===== src/rtl/fft8_pkg.sv =====
// Shared constants, FSM state type and bin-order helper for the 8-point FFT
// readout sequencer.
package fft8_pkg;

  localparam int N_PTS  = 8;
  localparam int SEL_W  = 3;
  localparam int DATA_W = 9;

  typedef enum logic [1:0] {
    IDLE    = 2'd0,
    SETTLE  = 2'd1,
    PRESENT = 2'd2
  } state_t;

  // Maps a sequence position to the bin that is read at that position.
  function automatic logic [SEL_W-1:0] bin_order(input logic [SEL_W-1:0] b,
                                                 input logic             bitrev);
    logic [SEL_W-1:0] r;
    for (int i = 0; i < SEL_W; i++) r[i] = b[SEL_W-1-i];
    return bitrev ? r : b;
  endfunction

endpackage


===== src/rtl/fft8_readout_ctrl.sv =====
// Walks dit_fft_8's bin select through all 8 bins, waits the core's settle
// latency per bin and presents each captured bin as a valid/ready beat.
module fft8_readout_ctrl
  import fft8_pkg::*;
#(
  parameter int unsigned SEL_LAT = 1,
  parameter bit          BITREV  = 1'b0
) (
  input  logic              clk,
  input  logic              rst,
  input  logic              start,
  input  logic              abort,
  output logic [SEL_W-1:0]  fft_sel,
  input  logic [DATA_W-1:0] fft_yr,
  input  logic [DATA_W-1:0] fft_yi,
  output logic              out_valid,
  input  logic              out_ready,
  output logic [DATA_W-1:0] out_re,
  output logic [DATA_W-1:0] out_im,
  output logic [SEL_W-1:0]  out_idx,
  output logic              out_last,
  output logic              busy,
  output logic              done
);

  localparam logic [SEL_W-1:0] LAT_M1   = SEL_W'(SEL_LAT - 1);
  localparam logic [SEL_W-1:0] LAST_BIN = SEL_W'(N_PTS - 1);

  state_t              r_state, w_state_nx;
  logic [SEL_W-1:0]    r_bin,   w_bin_nx;
  logic [SEL_W-1:0]    r_cnt,   w_cnt_nx;
  logic [SEL_W-1:0]    r_sel,   w_sel_nx;
  logic [SEL_W-1:0]    r_idx,   w_idx_nx;
  logic [DATA_W-1:0]   r_re,    w_re_nx;
  logic [DATA_W-1:0]   r_im,    w_im_nx;
  logic                r_valid, w_valid_nx;
  logic                r_last,  w_last_nx;
  logic                r_busy,  w_busy_nx;
  logic                r_done,  w_done_nx;
  logic                w_hs;

  assign w_hs = r_valid & out_ready;

  always_comb begin
    // NOTE: every next-value gets a hold default first so no path leaves a
    // variable unassigned, which would infer a latch.
    w_state_nx = r_state;
    w_bin_nx   = r_bin;
    w_cnt_nx   = r_cnt;
    w_sel_nx   = r_sel;
    w_idx_nx   = r_idx;
    w_re_nx    = r_re;
    w_im_nx    = r_im;
    w_valid_nx = r_valid;
    w_last_nx  = r_last;
    w_busy_nx  = r_busy;
    w_done_nx  = 1'b0;

    if (abort) begin
      // Cancel keeps the last captured data/index so a debugger can see it.
      w_state_nx = IDLE;
      w_valid_nx = 1'b0;
      w_busy_nx  = 1'b0;
      w_last_nx  = 1'b0;
      w_bin_nx   = '0;
    end else begin
      unique case (r_state)
        IDLE: begin
          if (start) begin
            w_state_nx = SETTLE;
            w_bin_nx   = '0;
            w_sel_nx   = bin_order('0, BITREV);
            w_cnt_nx   = LAT_M1;
            w_busy_nx  = 1'b1;
          end
        end

        SETTLE: begin
          if (r_cnt == '0) begin
            w_re_nx    = fft_yr;
            w_im_nx    = fft_yi;
            w_idx_nx   = r_sel;
            w_last_nx  = (r_bin == LAST_BIN);
            w_valid_nx = 1'b1;
            w_state_nx = PRESENT;
          end else begin
            w_cnt_nx = r_cnt - 1'b1;
          end
        end

        PRESENT: begin
          if (w_hs) begin
            w_valid_nx = 1'b0;
            if (r_bin != LAST_BIN) begin
              w_bin_nx   = r_bin + 1'b1;
              w_sel_nx   = bin_order(r_bin + 1'b1, BITREV);
              w_cnt_nx   = LAT_M1;
              w_state_nx = SETTLE;
            end else begin
              w_busy_nx  = 1'b0;
              w_done_nx  = 1'b1;
              w_state_nx = IDLE;
            end
          end
        end

        default: w_state_nx = IDLE;
      endcase
    end
  end

  // NOTE: state is updated with non-blocking assignments so every register
  // samples pre-edge values regardless of statement order.
  always_ff @(posedge clk or posedge rst) begin
    if (rst) begin
      r_state <= IDLE;
      r_bin   <= '0;
      r_cnt   <= '0;
      r_sel   <= '0;
      r_idx   <= '0;
      r_re    <= '0;
      r_im    <= '0;
      r_valid <= 1'b0;
      r_last  <= 1'b0;
      r_busy  <= 1'b0;
      r_done  <= 1'b0;
    end else begin
      r_state <= w_state_nx;
      r_bin   <= w_bin_nx;
      r_cnt   <= w_cnt_nx;
      r_sel   <= w_sel_nx;
      r_idx   <= w_idx_nx;
      r_re    <= w_re_nx;
      r_im    <= w_im_nx;
      r_valid <= w_valid_nx;
      r_last  <= w_last_nx;
      r_busy  <= w_busy_nx;
      r_done  <= w_done_nx;
    end
  end

  assign fft_sel   = r_sel;
  assign out_valid = r_valid;
  assign out_re    = r_re;
  assign out_im    = r_im;
  assign out_idx   = r_idx;
  assign out_last  = r_last;
  assign busy      = r_busy;
  assign done      = r_done;

endmodule


===== config.mk =====
export PLATFORM = sky130hd
export DESIGN_NAME = fft8_readout_ctrl
export DESIGN_NICKNAME = d
export VERILOG_FILES = /design/src/rtl/fft8_pkg.sv /design/src/rtl/fft8_readout_ctrl.sv
export SDC_FILE = /design/constraint.sdc
export NUM_CORES = 1
export LEC_CHECK = 0
export CAP_MARGIN = 25
export CORE_MARGIN = 2
export CORE_UTILIZATION = 45
export CTS_BUF_LIST = sky130_fd_sc_hd__clkbuf_8 sky130_fd_sc_hd__clkbuf_16
export DETAILED_ROUTE_END_ITERATION = 16
export PLACE_DENSITY = 0.78
export SETUP_SLACK_MARGIN = 0.1
export SYNTH_ARGS = -nofsm -noshare
export SYNTH_HDL_FRONTEND = slang
export SYNTH_SLANG_ARGS = --single-unit

===== constraint.sdc =====
create_clock -name clk -period 2.2 [get_ports clk]
set_clock_uncertainty 0.1 [all_clocks]
set_input_delay 0.44 -clock clk [delete_from_list [all_inputs] [get_ports clk]]
set_output_delay 0.44 -clock clk [all_outputs]
set_load 0.03 [all_outputs]

-- After elaboration in Yosys (flattened, before gate mapping)
Index checks and enable logic that the tools add are counted.
- logic and storage cells: 75
- output and inout port bits: 28
- input bits: 23
- register bits after elaboration: 36
- bitwise logic cells: 2
- equal/unequal tests: 13
- add/sub/neg operators: 2
- multiplexer cells: 31
- reductions and logical operators: 16
- operators by type and width (kind ; count):
    2-to-1 mux 3 bit ; 7
    inequality test 3 bit (second input constant) ; 6
    2-to-1 mux 1 bit ; 15
    one-hot mux 3 bit (3 select lines) ; 1
    AND reduction 3 bit ; 3
    nonzero test 3 bit ; 3
    2-to-1 mux 2 bit ; 4
    inequality test 2 bit (second input constant) ; 4
    AND reduction 4 bit ; 2
    one-hot mux 2 bit (3 select lines) ; 1
    one-hot mux 3 bit (2 select lines) ; 1
    AND reduction 6 bit ; 1
    nonzero test 2 bit ; 3
    AND reduction 5 bit ; 1
    one-hot mux 1 bit (2 select lines) ; 2
    adder 3 x 1 -> 3 bit (second input constant) ; 1
    == test 3 bit (second input constant) ; 1
    logical NOT 3 bit ; 1
    subtractor 3 x 1 -> 3 bit (second input constant) ; 1
    == test 2 x 1 -> 1 bit (second input constant) ; 1
    == test 2 bit (second input constant) ; 1
    logical NOT 2 bit ; 1
    AND reduction 2 bit ; 1
    AND 1 bit ; 1
    NOT 1 bit ; 1

-- Logic depth before layout (Yosys ltp)
- word-level depth: 5
- mapped depth: 7
- gate-level depth less buffers: 7

-- Worst setup path after synthesis
Ideal clock, no wire load.
- kind: flip-flop to flip-flop
- start point: register r_bin[0]
- end point: register r_sel[0], in the netlist fft_sel[0]
- period minus slack after synthesis: 1828 ps
- stages on the path, launching flop included: 7
- slack: 372 ps
- setup time: 128 ps
- path buffers: 0
- arrival: 1600 ps
- cell sequence: dfrtp_1 ha_1 ha_1 nand4b_1 a21oi_2 nand2b_1 mux2_1
- longest elaborated chain between the ends: 4
- elaborated cells on any way between the ends: 7
- classes of those cells: add/sub: 1; eq/ne: 2; mux: 3; reduce/logical: 1
- RTL lines (element ; line ; text):
    from (decl) ; fft8_readout_ctrl.sv:30 ; logic [SEL_W-1:0] r_bin, w_bin_nx;
    from (signal assigned) ; fft8_readout_ctrl.sv:129 ; r_bin <= w_bin_nx;
    adder 3 x 1 -> 3 bit ; fft8_readout_ctrl.sv:96 ; w_sel_nx = bin_order(r_bin + 1'b1, BITREV);
    2-to-1 mux 3 bit ; fft8_readout_ctrl.sv:94 ; if (r_bin != LAST_BIN) begin
    2-to-1 mux 3 bit ; fft8_readout_ctrl.sv:92 ; if (w_hs) begin
    one-hot mux 3 bit (2 select lines) ; fft8_readout_ctrl.sv:67 ; unique case (r_state)
    to (signal assigned) ; fft8_readout_ctrl.sv:131 ; r_sel <= w_sel_nx;
    to (decl) ; fft8_readout_ctrl.sv:32 ; logic [SEL_W-1:0] r_sel, w_sel_nx;
Parallel ways exist; a longest one is shown, timed or not. The select of a mux whose other input is x is not followed.
A chain may end at the register's enable or synchronous reset.

-- Worst setup path after layout
- start point: register r_valid, in the netlist out_valid
- end point: output out_valid
- RTL lines (element ; line ; text):
    from (decl) ; fft8_readout_ctrl.sv:36 ; logic r_valid, w_valid_nx;
    from (signal assigned) ; fft8_readout_ctrl.sv:135 ; r_valid <= w_valid_nx;
    to (decl) ; fft8_readout_ctrl.sv:16 ; output logic out_valid,
No word-level cell between the ends.

==> results.yml <==
synth:
  syn_nets: 147
  synth_top_area_share_pct: 57.5
  synth-async-reset-ratio_pct: 100
  synth_cell_types: 28
  syn-instance-count: 119
  synth_top_family_by_area: "multiplexers"
  synth_compound_area_share_pct: 5.51
  synth_top_area_cell: "dfrtp_1"
  synth_edf_count: 0
  netlist_top_cells_count: "36 x dfrtp_1, 20 x mux2_2, 12 x nor2_1"
  synth_warnings: 0
  synth.yosys.seq_area_share_pct: 57.5
  synth_mux_area_share_pct: 18.5
  synth_top_flop_cell: "dfrtp_1"
  synthSimpleGateAreaFrac_pct: 12.0
  post-synth-top-count-cell: "dfrtp_1"
  ys_top_cells_by_area: "dfrtp_1 58%, mux2_2 14%, ha_1 4.0%"
  synthesis.area_um2: 1570
  synth_area_per_cell_um2: 13.2
  synthAdderAreaFrac_pct: 3.99
  synth_xor_area_share_pct: 0
  ys_seq_elements: 36
pwr:
  ir_worst_vdd_mv: 0.769
  p_leak_nw: 0.992
  power.density_nw_per_um2: 1310
setup_path:
  cp_cell_sequence: "clkdlybuf4s50_1"
  r2r_start: "r_bin[0]"
  cpLargestDelayFamily: "buffers and inverters"
  crit_arrival_ps: 1450
  critPathKind: "reg -> out"
  worstSetupStartpointType: "flip-flop"
  critPathLaunch: "out_valid"
  crit_fanout: 7
  crit_required_ps: 1660
  slowest_stage: "clkdlybuf4s50_1"
  slowest_delay_ps: 710
  path_buf_inv: 1
  cp-end-kind: "output pin"
clocking:
  clock-sinks: 36
  cts.path.max_buffers: 2
  post-cts-setup-buffers: 0
  post_cts_resized: 0
  cts_inserted_buffers: 5
  cts_tree: "done"
  path_clk_slew_ps: 70
  h-tree-depth: 2
  cts_hold_buf: 0
  clk_latency_ps: 290
  root_buffer: "clkbuf_8"
placed_design:
  gp_congestion: 0.820
  hpwl_mm: 2.42
  port_buffers: 50
  place_ws_ps: 56.6
sta:
  fin_setup_tns_ps: 0
  drv_slew: 0
  holdWs_ps: 334
  worst_pin_slew_ps: 438
  period_needed_ps: 1990
  finalSetupViolCount: 0
  rsz0062_at_grt: "false"
  maxSlewHeadroom_pct: 70.6
  fin_ws_ps: 206
  fmax_ghz: 0.502
  fin_crit_sh_pct: 90.6
  hold_viol: 0
worst_hold_path:
  holdCritPathClass: "in -> async"
outcome:
  run_status: "completed"
final_layout:
  multi_input_area_um2: 633
  ff_latch_area_um2: 901
  n_antenna_cell: 0
  layout.nets: 204
  n_fill_cell: 252
  drive_above_1_share_pct: 20.3
  area_delta_synth_final_pct: 44.1
floorplanning:
  rows: 21
  start_util_pct: 46.9
  die_y_um: 63
  dieArea_um2: 3970
  coreArea_um2: 3340
  io_pins: 51
  die_w_um: 63
drt:
  via_per_inst: 5.04
  num_vias: 1125
  antenna_left: 0
  avgRoutedWirePerCell_um: 14.6
  drt_iter0_markers: 76
  drc: 0
  wirelength_mm: 3.25
  first_pass_iters: 4
global_routing:
  grt_start_max_net_pins: 22
  grt_pass1_wl_mm: 5.50
  grtUsageTotal_pct: 18.4
  antenna_found_initial: 0
  grt_pass1_vias: 1226
  grt_overflow_total: 0
flow_run:
  drv_cap: 0
-- state kept, by name, summed over array words and instances, names as in the netlist, 2 cells and up --
register / flops
r_cnt: 3
out_re: 9
fft_sel: 3
out_im: 9
out_idx: 3
r_bin: 3
r_state: 2
-- kinds of logic after synthesis --
logic type      after synthesis
mux                          26
flops                        36
simple gates                 31
compound gates               13
buf+inv                       8
fa+ha+maj                     5
-- worst paths after layout --
| kind | to | slack, ps | cells past startpoint |
|---|---|---|---|
| max reg2reg | fft_sel[0] | 240 | 6 |
| max in group asynchronous | r_cnt[1] | 1100 | 3 |
| min reg2reg | out_re[2] | 410 | 1 |
| min in group clk | out_re[2] | 410 | 1 |
| min | out_im[4] | 330 | 2 |
| max | out_valid | 210 | 1 |
-- area by class of cell --
cell class              instances  share of cell area (%)
clock buffers                   5                    3.05
clock inverters                 3                    1.72
inverters                       4                   0.665
multi-input cells              75                    28.0
flip-flops and latches         36                    39.9
well taps                      46                    2.55
repair buffers                 54                    24.1
-- power by group --
| part | internal [mW] | switching (mW) | total (mW) |
|---|---|---|---|
| Combinational | 0.647 | 0.702 | 1.35 |
| Sequential | 0.888 | 0.145 | 1.03 |
| Clock | 0.332 | 0.241 | 0.573 |
| Total | 1.87 | 1.09 | 2.95 |
-- layout by cell type (no fill, tap or decap), drive strengths merged --
master	count
clkdlybuf4s50	50
dfrtp	36
mux2	24
nor2	12
nand2b	6
a21oi	6
inv	5
ha	5
clkbuf	5
a22o	4
buf	4
nor3	3
mux2i	2
nand3	2
o21ai	2
nand3b	1
nand2	1
nor4	1
nand4b	1
nor3b	1
and3b	1
or4	1
nor2b	1
o21bai	1
bufinv	1
clkinv	1
-- per-stage QoR --
step | utilization (%) | instances | total power [mW] | instance area [um^2]
floorplan | - | 119 | 1.85 | 1570
global placement | 64.4 | 215 | 2.36 | 2150
detailed placement | 64.4 | 215 | 2.41 | 2150
CTS | 67.6 | 223 | 2.99 | 2260
global route | 67.6 | 223 | 3.11 | 2260
finish | 67.6 | 223 | 2.95 | 2260
-- metal layers --
metal | wire length (um) | global-route usage [%]
met5 | 0 | 0
met4 | 82 | 10.0
met3 | 215 | 6.31
met2 | 1620 | 29.7
met1 | 1330 | 21.3
Power figures use the tool's default switching activity.
